**config.mk**
```make
export PLATFORM = sky130hd
export DESIGN_NAME = denominator
export DESIGN_NICKNAME = d
export VERILOG_FILES = /design/src/rtl/denominator_pkg.sv /design/src/rtl/denominator_exp2_frac_iter.sv /design/src/rtl/denominator.sv
export SDC_FILE = /design/constraint.sdc
export NUM_CORES = 2
export LEC_CHECK = 0
export ABC_AREA = 1
export CORE_ASPECT_RATIO = 0.7
export CORE_MARGIN = 2
export CORE_UTILIZATION = 55
export DETAILED_ROUTE_END_ITERATION = 12
export GPL_TIMING_DRIVEN = 0
export PLACE_DENSITY = 0.8
export SLEW_MARGIN = 20
export SYNTH_ARGS = -nofsm -noshare
export SYNTH_HDL_FRONTEND = slang
export SYNTH_HIERARCHICAL = 1
export SYNTH_SLANG_ARGS = --single-unit
```
**constraint.sdc**
```tcl
create_clock -name CLOCK -period 9.96 [get_ports CLOCK]
set_clock_uncertainty 0.15 [all_clocks]
set_input_delay 1.992 -clock CLOCK [delete_from_list [all_inputs] [get_ports CLOCK]]
set_output_delay 1.992 -clock CLOCK [all_outputs]
set_load 0.02 [all_outputs]
```
**src/rtl/denominator_pkg.sv**
```systemverilog
// Shared constants, the 2^(2^-k) ROM and the FSM state type for the sigmoid denominator.
package denominator_pkg;

    localparam int unsigned FRAC_BITS = 16;

    localparam logic [31:0] ONE_Q16 = 32'h0001_0000;
    localparam logic [31:0] ONE_Q30 = 32'h4000_0000;
    localparam logic [31:0] LOG2E   = 32'h0001_7154;

    // Beyond +/-64.0 the result is saturated outright, which keeps y inside 16 integer bits.
    localparam logic signed [31:0] X_LIMIT = 32'sh0040_0000;

    typedef enum logic [2:0] {
        IDLE,
        MUL,
        POW,
        SHIFT,
        ADD,
        DONE
    } state_e;

    // POW2[k] = 2^(2^-k) in Q2.30, k = 1..16
    function automatic logic [31:0] pow2_rom(input logic [4:0] k);
        case (k)
            5'd1:    return 32'h5A82_799A;
            5'd2:    return 32'h4C1B_F829;
            5'd3:    return 32'h45CA_E0F2;
            5'd4:    return 32'h42D5_61B4;
            5'd5:    return 32'h4166_C34C;
            5'd6:    return 32'h40B2_68FA;
            5'd7:    return 32'h4058_F6A8;
            5'd8:    return 32'h402C_6BE9;
            5'd9:    return 32'h4016_321B;
            5'd10:   return 32'h400B_1817;
            5'd11:   return 32'h4005_8BCE;
            5'd12:   return 32'h4002_C5D8;
            5'd13:   return 32'h4001_62E8;
            5'd14:   return 32'h4000_B173;
            5'd15:   return 32'h4000_58B9;
            5'd16:   return 32'h4000_2C5D;
            default: return ONE_Q30;
        endcase
    endfunction

endpackage

```
**src/rtl/denominator_exp2_frac_iter.sv**
```systemverilog
// Iterative 2^f for f in [0,1): one fractional bit of f per cycle, MSB first, result in Q2.30.
module exp2_frac_iter
    import denominator_pkg::*;
(
    input  logic        clk_i,
    input  logic        reset_i,
    input  logic        load_i,
    input  logic [15:0] f_i,
    output logic        busy_o,
    output logic [31:0] result_o
);

    logic [31:0] acc_q, acc_d;
    logic [15:0] f_q, f_d;
    logic [4:0]  k_q, k_d;

    // NOTE: every signal written here gets its default first, so no path can leave it unassigned and infer a latch.
    always_comb begin
        acc_d = acc_q;
        f_d   = f_q;
        k_d   = k_q;
        if (load_i) begin
            acc_d = ONE_Q30;
            f_d   = f_i;
            k_d   = 5'd1;
        end else if (k_q != 5'd0) begin
            if (f_q[15]) begin
                acc_d = 32'((64'(acc_q) * 64'(pow2_rom(k_q))) >> 30);
            end
            f_d = f_q << 1;
            k_d = (k_q == 5'(FRAC_BITS)) ? 5'd0 : k_q + 5'd1;
        end
    end

    // NOTE: state registers use non-blocking assignments and a synchronous reset sampled on the clock edge.
    always_ff @(posedge clk_i) begin
        if (reset_i) begin
            acc_q <= '0;
            f_q   <= '0;
            k_q   <= '0;
        end else begin
            acc_q <= acc_d;
            f_q   <= f_d;
            k_q   <= k_d;
        end
    end

    // Drops during the final iteration so a waiting FSM steps on exactly as the last bit lands.
    assign busy_o   = (k_q != 5'd0) && (k_q != 5'(FRAC_BITS));
    assign result_o = acc_q;

endmodule

```
**src/rtl/denominator.sv**
```systemverilog
// Sigmoid denominator D = 1 + e^(-X), X signed Q16.16, D unsigned Q16.16, fixed 20-cycle latency.
module denominator
    import denominator_pkg::*;
(
    input  logic        CLOCK,
    input  logic        reset,
    input  logic        start,
    input  logic [31:0] X,
    output logic        startout,
    output logic [31:0] denom
);

    state_e state_q, state_d;

    logic [31:0]       x_q, x_d;
    logic signed [4:0] n_q, n_d;
    logic              sat_hi_q, sat_hi_d;
    logic              sat_lo_q, sat_lo_d;
    logic [31:0]       e_q, e_d;
    logic [31:0]       sum_q, sum_d;
    logic [31:0]       denom_q, denom_d;
    logic              startout_q, startout_d;

    logic signed [47:0] prod;
    logic [31:0]        y;
    logic signed [15:0] n_full;
    logic               x_pos_big, x_neg_big;
    logic [4:0]         n_neg;
    logic [5:0]         rsh;
    logic [32:0]        add_full;

    logic        exp_load, exp_busy;
    logic [31:0] exp_result;

    exp2_frac_iter u_exp2 (
        .clk_i    (CLOCK),
        .reset_i  (reset),
        .load_i   (exp_load),
        .f_i      (y[15:0]),
        .busy_o   (exp_busy),
        .result_o (exp_result)
    );

    // y = round_half_up(-X * log2(e)) in Q16.16; the product carries 32 fraction bits.
    assign prod      = $signed({{16{x_q[31]}}, x_q}) * $signed({16'd0, LOG2E});
    assign y         = 32'((48'sd32768 - prod) >>> FRAC_BITS);
    assign n_full    = y[31:16];
    assign x_pos_big = $signed(x_q) > X_LIMIT;
    assign x_neg_big = $signed(x_q) < -X_LIMIT;

    assign n_neg    = 5'(-n_q);
    assign rsh      = 6'd14 + {1'b0, n_neg};
    assign add_full = {1'b0, e_q} + {1'b0, ONE_Q16};

    always_comb begin
        state_d    = state_q;
        x_d        = x_q;
        n_d        = n_q;
        sat_hi_d   = sat_hi_q;
        sat_lo_d   = sat_lo_q;
        e_d        = e_q;
        sum_d      = sum_q;
        denom_d    = denom_q;
        startout_d = 1'b0;
        exp_load   = 1'b0;
        case (state_q)
            IDLE: begin
                if (start) begin
                    x_d     = X;
                    state_d = MUL;
                end
            end
            MUL: begin
                exp_load = 1'b1;
                n_d      = y[20:16];
                sat_hi_d = x_neg_big || (!x_pos_big && (n_full >= 16'sd16));
                sat_lo_d = x_pos_big || (!x_neg_big && (n_full <= -16'sd17));
                state_d  = POW;
            end
            POW: begin
                if (!exp_busy) state_d = SHIFT;
            end
            SHIFT: begin
                // Q2.30 -> Q16.16 is a right shift by 14, folded into the 2^n scaling.
                if (sat_lo_q)    e_d = '0;
                else if (n_q[4]) e_d = exp_result >> rsh;
                else             e_d = 32'(({15'd0, exp_result} << n_q[3:0]) >> 14);
                state_d = ADD;
            end
            ADD: begin
                sum_d   = (sat_hi_q || add_full[32]) ? 32'hFFFF_FFFF : add_full[31:0];
                state_d = DONE;
            end
            DONE: begin
                denom_d    = sum_q;
                startout_d = 1'b1;
                state_d    = IDLE;
            end
            default: state_d = IDLE;
        endcase
    end

    always_ff @(posedge CLOCK) begin
        if (reset) begin
            state_q    <= IDLE;
            x_q        <= '0;
            n_q        <= '0;
            sat_hi_q   <= 1'b0;
            sat_lo_q   <= 1'b0;
            e_q        <= '0;
            sum_q      <= '0;
            denom_q    <= '0;
            startout_q <= 1'b0;
        end else begin
            state_q    <= state_d;
            x_q        <= x_d;
            n_q        <= n_d;
            sat_hi_q   <= sat_hi_d;
            sat_lo_q   <= sat_lo_d;
            e_q        <= e_d;
            sum_q      <= sum_d;
            denom_q    <= denom_d;
            startout_q <= startout_d;
        end
    end

    assign startout = startout_q;
    assign denom    = denom_q;

endmodule

```
### Yosys cells after proc, flatten, opt, wreduce, memory -nomap -nowiden

Memory sizes are Yosys's and may differ from the RTL's.
Cells that the tools add are included.

| word-level totals | value |
|---|---|
| word-level logic and storage cells | 73 |
| output and inout bits | 33 |
| bits in registers | 192 |
| bits of input ports | 35 |
| memories kept | 1 |
| ROM bits | 928 |

Memory list:

| name | words | bits a word | rd ports | clocked after memory_dff | write ports | line | text |
|---|---|---|---|---|---|---|---|
| (name not given) | 32 | 29 | 1 | 0 | 0 | denominator_pkg.sv:24 | `case (k)` |

| operators by class | value |
|---|---|
| add/subtract/negate cells | 5 |
| mux-type cells | 19 |
| magnitude comparators | 4 |
| shift operators | 2 |
| equality and inequality tests | 9 |
| reductions and logical operators | 17 |
| multipliers | 2 |

Operators with widths:

| kind | number |
|---|---|
| 32-bit 2-to-1 mux | 6 |
| 31-bit 2-to-1 mux | 3 |
| 32-bit by 32-bit multiplier with 62-bit output | 1 |
| 17-bit by 48-bit subtractor with 48-bit output (first input constant) | 1 |
| 32-bit by 16-bit multiplier with 46-bit output (second input constant) | 1 |
| 32-bit by 4-bit left shift with 46-bit output | 1 |
| 32-bit by 17-bit adder with 33-bit output (second input constant) | 1 |
| 32-bit by 24-bit > comparator with 1-bit output (second input constant) | 1 |
| 32-bit by 23-bit less-than comparator with 1-bit output (second input constant) | 1 |
| 16-bit 2-to-1 mux | 2 |
| 32-bit by 6-bit right shift with 32-bit output | 1 |
| 16-bit by 6-bit greater-or-equal comparator with 1-bit output (second input constant) | 1 |
| 16-bit by 6-bit less-or-equal comparator with 1-bit output (second input constant) | 1 |
| 3-bit case mux with 5 select lines | 1 |
| 2-bit AND reduction | 4 |
| 4-bit by 5-bit adder with 6-bit output (first input constant) | 1 |
| 3-bit by 2-bit equality test with 1-bit output (second input constant) | 2 |
| 3-bit equality test (second input constant) | 2 |
| 3-bit 2-to-1 mux | 2 |
| 5-bit by 1-bit adder with 5-bit output (second input constant) | 1 |
| 5-bit equality test (second input constant) | 1 |
| 5-bit 2-to-1 mux | 1 |
| 5-bit != test (second input constant) | 1 |
| 5-bit negation | 1 |
| 10 further kinds | 20 |

### Longest topological paths before layout

An unclocked memory read counts as a cell.

| logic depth | value |
|---|---|
| depth in word-level cells | 8 |
| gate-level depth with buffers | 44 |
| mapped depth without buffers | 43 |

### Modules after synthesis

Netlist, hierarchy kept.

By module, submodules not included:

| module | seq. area each (sq um) | instances | area an instance (sq um) | cells each |
|---|---|---|---|---|
| exp2_frac_iter | 1061.0 | 1 | 33801.2 | 4286 |
| denominator | 2782.7 | 1 | 19421.1 | 2806 |

### Least setup slack after synthesis

Ideal clock, no wire load.

| timing path | value |
|---|---|
| kind | reg2reg |
| start point | register u_exp2.k_q[0] |
| end point | register u_exp2.acc_q[31] (netlist: u_exp2/result_o[31]) |
| setup slack | 2098 ps |
| clock period less this slack | 7862 ps |
| stages on the path, launching flop included | 41 |
| library setup time | 109 ps |
| buffers on the path | 1 |
| arrival | 7603 ps |
| data required time | 9701 ps |
| path through | dfxtp_1 > inv_2 > ha_1 > nor2_1 > nor2_1 > o21ai_0 > nand3_1 > nand2_1 > clkinv_1 > clkbuf_1 > nor2_1 > fa_1 > fa_1 > fa_1 > inv_1 > fa_1 > inv_1 > fa_1 > (+5 left out) > fa_1 > inv_1 > ha_1 > nand2_1 > nor2_1 > inv_1 > nor2_1 > inv_1 > o31ai_1 > a21oi_1 > nand2_1 > nand2_1 > nand2_1 > nand2_1 > nand3_1 > nand3_1 > nand2_1 > inv_1 |

| on the way | value |
|---|---|
| word-level cells in the longest chain between the ends | 5 |
| elaborated cells between the ends (all ways) | 7 |
| classes of those cells | mul: 1; mux: 3; reduce/logical: 2; memory: 1 |

Ends and longest elaborated chain:

| element | line | text |
|---|---|---|
| from (decl) | denominator_exp2_frac_iter.sv:15 | `logic [4:0] k_q, k_d;` |
| from (signal assigned) | denominator_exp2_frac_iter.sv:44 | `k_q <= k_d;` |
| memory read 32 x 29 bit | n/a |  |
| 32-bit 2-to-1 mux | denominator_exp2_frac_iter.sv:27 | `if (f_q[15]) begin` |
| 32-bit 2-to-1 mux | denominator_exp2_frac_iter.sv:26 | `end else if (k_q != 5'd0) begin` |
| 32-bit 2-to-1 mux | denominator_exp2_frac_iter.sv:22 | `if (load_i) begin` |
| 32-bit by 32-bit multiplier with 62-bit output | denominator_exp2_frac_iter.sv:28 | `acc_d = 32'((64'(acc_q) * 64'(pow2_rom(k_q))) >> 30);` |
| to (signal assigned) | denominator_exp2_frac_iter.sv:38 | `acc_q <= '0;` |
| to (signal assigned) | denominator_exp2_frac_iter.sv:42 | `acc_q <= acc_d;` |
| to (decl) | denominator_exp2_frac_iter.sv:13 | `logic [31:0] acc_q, acc_d;` |

Parallel ways exist; a longest one is shown, timed or not. The select of a mux whose other input is x is not followed.
A chain may end at the register's enable or synchronous reset.

### Final worst setup path

| timing path | value |
|---|---|
| start point | register u_exp2.k_q[4] |
| end point | register u_exp2.acc_q[30] (netlist: u_exp2/result_o[30]) |

| on the way | value |
|---|---|
| word-level cells in the longest chain between the ends | 8 |
| elaborated cells between the ends (all ways) | 11 |
| classes of those cells | mul: 1; mux: 6; reduce/logical: 3; memory: 1 |

Ends and longest elaborated chain:

| element | line |
|---|---|
| memory read 32 x 29 bit | n/a |
| 32-bit 2-to-1 mux | denominator_exp2_frac_iter.sv:27 |
| 32-bit 2-to-1 mux | denominator_exp2_frac_iter.sv:26 |
| 32-bit 2-to-1 mux | denominator_exp2_frac_iter.sv:22 |
| 32-bit by 32-bit multiplier with 62-bit output | denominator_exp2_frac_iter.sv:28 |
| 31-bit 2-to-1 mux | denominator_exp2_frac_iter.sv:27 |
| 31-bit 2-to-1 mux | denominator_exp2_frac_iter.sv:26 |
| 31-bit 2-to-1 mux | denominator_exp2_frac_iter.sv:22 |

Parallel ways exist; a longest one is shown, timed or not. The select of a mux whose other input is x is not followed.

==> results.cfg <==
[timing]
setup_tns_ns = 0
number_of_endpoints_with_negative_hold_slack_in_the_final_report = 0
max_slew_margin_pct = 13.6
post-route-period-util_pct = 97.3
unrepaired_setup_endpoints_after_global_routing = no
final_max_slew_viol_count = 0
fmax_ghz = 0.103
final_period_minus_worst_setup_slack_ns = 9.70
finalSetupViolCount = 0
slew_at_the_pin_closest_to_its_max_slew_limit_ns = 1.29

[placement]
placed_cells = 8423
place_congestion = 1.09
dp_hpwl_um = 169000
io_buffers = 66
dpl-instance-area_mm2 = 0.0555

[synth]
synth.cell_area_mm2 = 0.0532
synthArstFlopShare_pct = 0
synth_area_leaders = sky130_fd_sc_hd__fa_1 (38%), sky130_fd_sc_hd__inv_1 (13%), sky130_fd_sc_hd__ha_1 (12%), sky130_fd_sc_hd__nand2_1 (9.4%), sky130_fd_sc_hd__dfxtp_1 (7.2%)
yosys.area.top_type = sky130_fd_sc_hd__fa_1
yosys.cell_types.count = 61
number_of_flops_mapped_to_enable_cells_by_yosys = 0
gate_count_of_the_mapped_netlist = 7092
synth_seq_area_share_pct = 7.22
synth.avg_cell_area_um2 = 7.50
synth_fp_nets = 8638
synth_top_flop_cell = sky130_fd_sc_hd__dfxtp_1
synthesis.yosys.warnings = 6
synth-seq-cells = 192
synth.top_cells.by_count = sky130_fd_sc_hd__inv_1 (1831), sky130_fd_sc_hd__nand2_1 (1338), sky130_fd_sc_hd__fa_1 (1014)
most_common_cell_in_the_netlist = sky130_fd_sc_hd__inv_1
yosys.area.top_type_share_pct = 38.1

[final_layout]
seqCellArea_mm2 = 0.00385
final.fill_count = 9081
layout.cells.non_filler = 8462
multi_input_area_mm2 = 0.0415
area_growth_syn_to_layout_pct = 5.95
fin_nets = 8732
final_area_mm2 = 0.0564
layout_cell_share_with_drive_strength_beyond_1_pct = 3.44

[route]
final_routed_wire_length_divided_by_cell_count_um = 23.4
drtPass1Iterations = 6
detail_route.drc_violations = 0
ant_nets = 0
via_count = 47600
route.final.wire_length_um = 198000
routed_via_count_divided_by_cell_count = 5.63
first_iter_violations = 5410

[critical_path]
worstSetupStartpointType = register
critical_path_cell_count = 32
critical-path-top-cell-by-count = sky130_fd_sc_hd__fa_1
critical_path.endpoint_type = register
cpLargestDelayFamily = adder cells
rr_worst_depth = 32
setup.worst_path.class = register to register
critical_path_required_ns = 10.24
critical-path-slowest-cell = sky130_fd_sc_hd__fa_1
buf_inv_stages_crit_path = 10
data_arrival_at_the_endpoint_of_the_critical_path_ns = 9.98
critical_path.max_stage_delay_ns = 0.65
worstPathMaxFanout = 10

[min_path]
min-delay-path-class = register to register
hold_path_depth = 2

[die]
floorplan.initialDensity_pct = 55.5
die_h_um = 264
floorplan.rows = 95
core_area_mm2 = 0.0959
die_width_um = 376
design.die.area_mm2 = 0.0993
floorplan.io_pins = 68

[global_route]
grt_start_max_net_pins = 23
grt_pass1_wl_um = 301000
grt_pass1_vias = 47700
grt_usage_pct = 41.1
grt_antenna_before_repair = 9
gr-total-overflow = 0

[clock_network]
max-clock-path-buffers = 2
cts_root_cell = sky130_fd_sc_hd__clkbuf_16
cts_made_buffers = 17
worstSkewPairLatency_ns = 0.51
cts_sinks = 192
cts_tree = yes
cts.reportedPaths.clkPinSlew_ns = 0.11
h_tree_lvls = 4

[job]
max_cap_violations = 0

[outcome]
outcome = finished clean
==> layer usage <==
layer	GRT usage (%)	routed length, um	vias to the layer above
met5	0	40	-
met4	9.78	5520	6
met3	17.7	31900	352
met2	57.3	78100	2921
met1	58.6	82300	23200
li1	-	-	21200
==> repair_timing <==
action | 4_1_cts | 5_1_grt
setup buffers | 0 | 10
hold buffers | 0 | 0
gates cloned | 0 | 0
resized for setup | 7 | 62
endpoints found under the hold margin | 0 | 0
endpoints found under the setup margin | 27 | 30
==> cells by family (layout without fill, tap and decap cells) <==
logic type,after synthesis,in the layout,synth area share (%)
simple gates,2473,2473,18.9
buf+inv,2119,2226,15.0
fa+ha+maj,1511,1511,49.8
compound gates,709,709,7.52
flops,192,192,7.22
xor+xnor,75,75,1.23
mux,13,13,0.244
other cells,0,2,0
==> placed cells by master (no fill, tap or decap), types with 30 or more instances in the layout <==
cell	netlist	final
sky130_fd_sc_hd__ha_1	497	497
sky130_fd_sc_hd__clkdlybuf4s50_1	0	66
sky130_fd_sc_hd__fa_1	1014	1014
sky130_fd_sc_hd__clkbuf_1	202	177
sky130_fd_sc_hd__xor2_1	45	45
sky130_fd_sc_hd__nand3_1	193	190
sky130_fd_sc_hd__dfxtp_1	192	189
sky130_fd_sc_hd__nor2_1	766	762
sky130_fd_sc_hd__a31oi_1	37	37
sky130_fd_sc_hd__xnor2_1	30	30
sky130_fd_sc_hd__nand2_1	1338	1333
sky130_fd_sc_hd__nand2_2	39	42
sky130_fd_sc_hd__o21ai_0	228	227
sky130_fd_sc_hd__nor3_1	41	39
sky130_fd_sc_hd__inv_1	1831	1829
sky130_fd_sc_hd__a21oi_1	300	298
==> registers in the layout (all words and copies together) (netlist names) <==
signal / count
u_exp2/k_q: 5
n_q: 5
x_q: 32
u_exp2/result_o: 32
sat_hi_q: 1
e_q: 32
u_exp2/f_q: 16
startout: 1
sum_q: 32
state_q: 3
denom: 32
sat_lo_q: 1
==> layout make-up <==
class,instances,share of cell area [%]
clock inverters,15,0.346
diodes,2,0.00888
well taps,1261,2.80
repair buffers,82,1.45
plain buffers,231,1.66
flip-flops and latches,192,6.82
clock buffers,17,0.754
inverters,1881,12.6
multi-input cells,4781,73.6
==> worst min-delay path, cell delays in order, from the launching register on <==
cell and delay [ns]:
sky130_fd_sc_hd__dfxtp_1 0.31, sky130_fd_sc_hd__inv_1 0.04, sky130_fd_sc_hd__a21oi_1 0.05
==> through the flow <==
step	utilization [%]	setup slack [ns]	hold WS (ns)
after floorplan	-	2.10	0.291
final	58.8	0.264	0.293
after global routing	58.8	0.0180	0.317
after global placement	57.8	-1.39	0.281
after detailed placement	57.9	-0.537	0.285
after CTS	58.5	0.0114	0.297
==> path summary, 6_finish.rpt <==
kind                    endpoint     startpoint  slack (ns)
max          u_exp2/result_o[30]  u_exp2/k_q[4]        0.26
min                    denom[23]      denom[23]        0.29
max reg2reg  u_exp2/result_o[30]  u_exp2/k_q[4]        0.26
min reg2reg            denom[23]      denom[23]        0.29
Power is not shown: default switching activity piles up to over one toggle a cycle in this logic, so the estimate is an artifact.
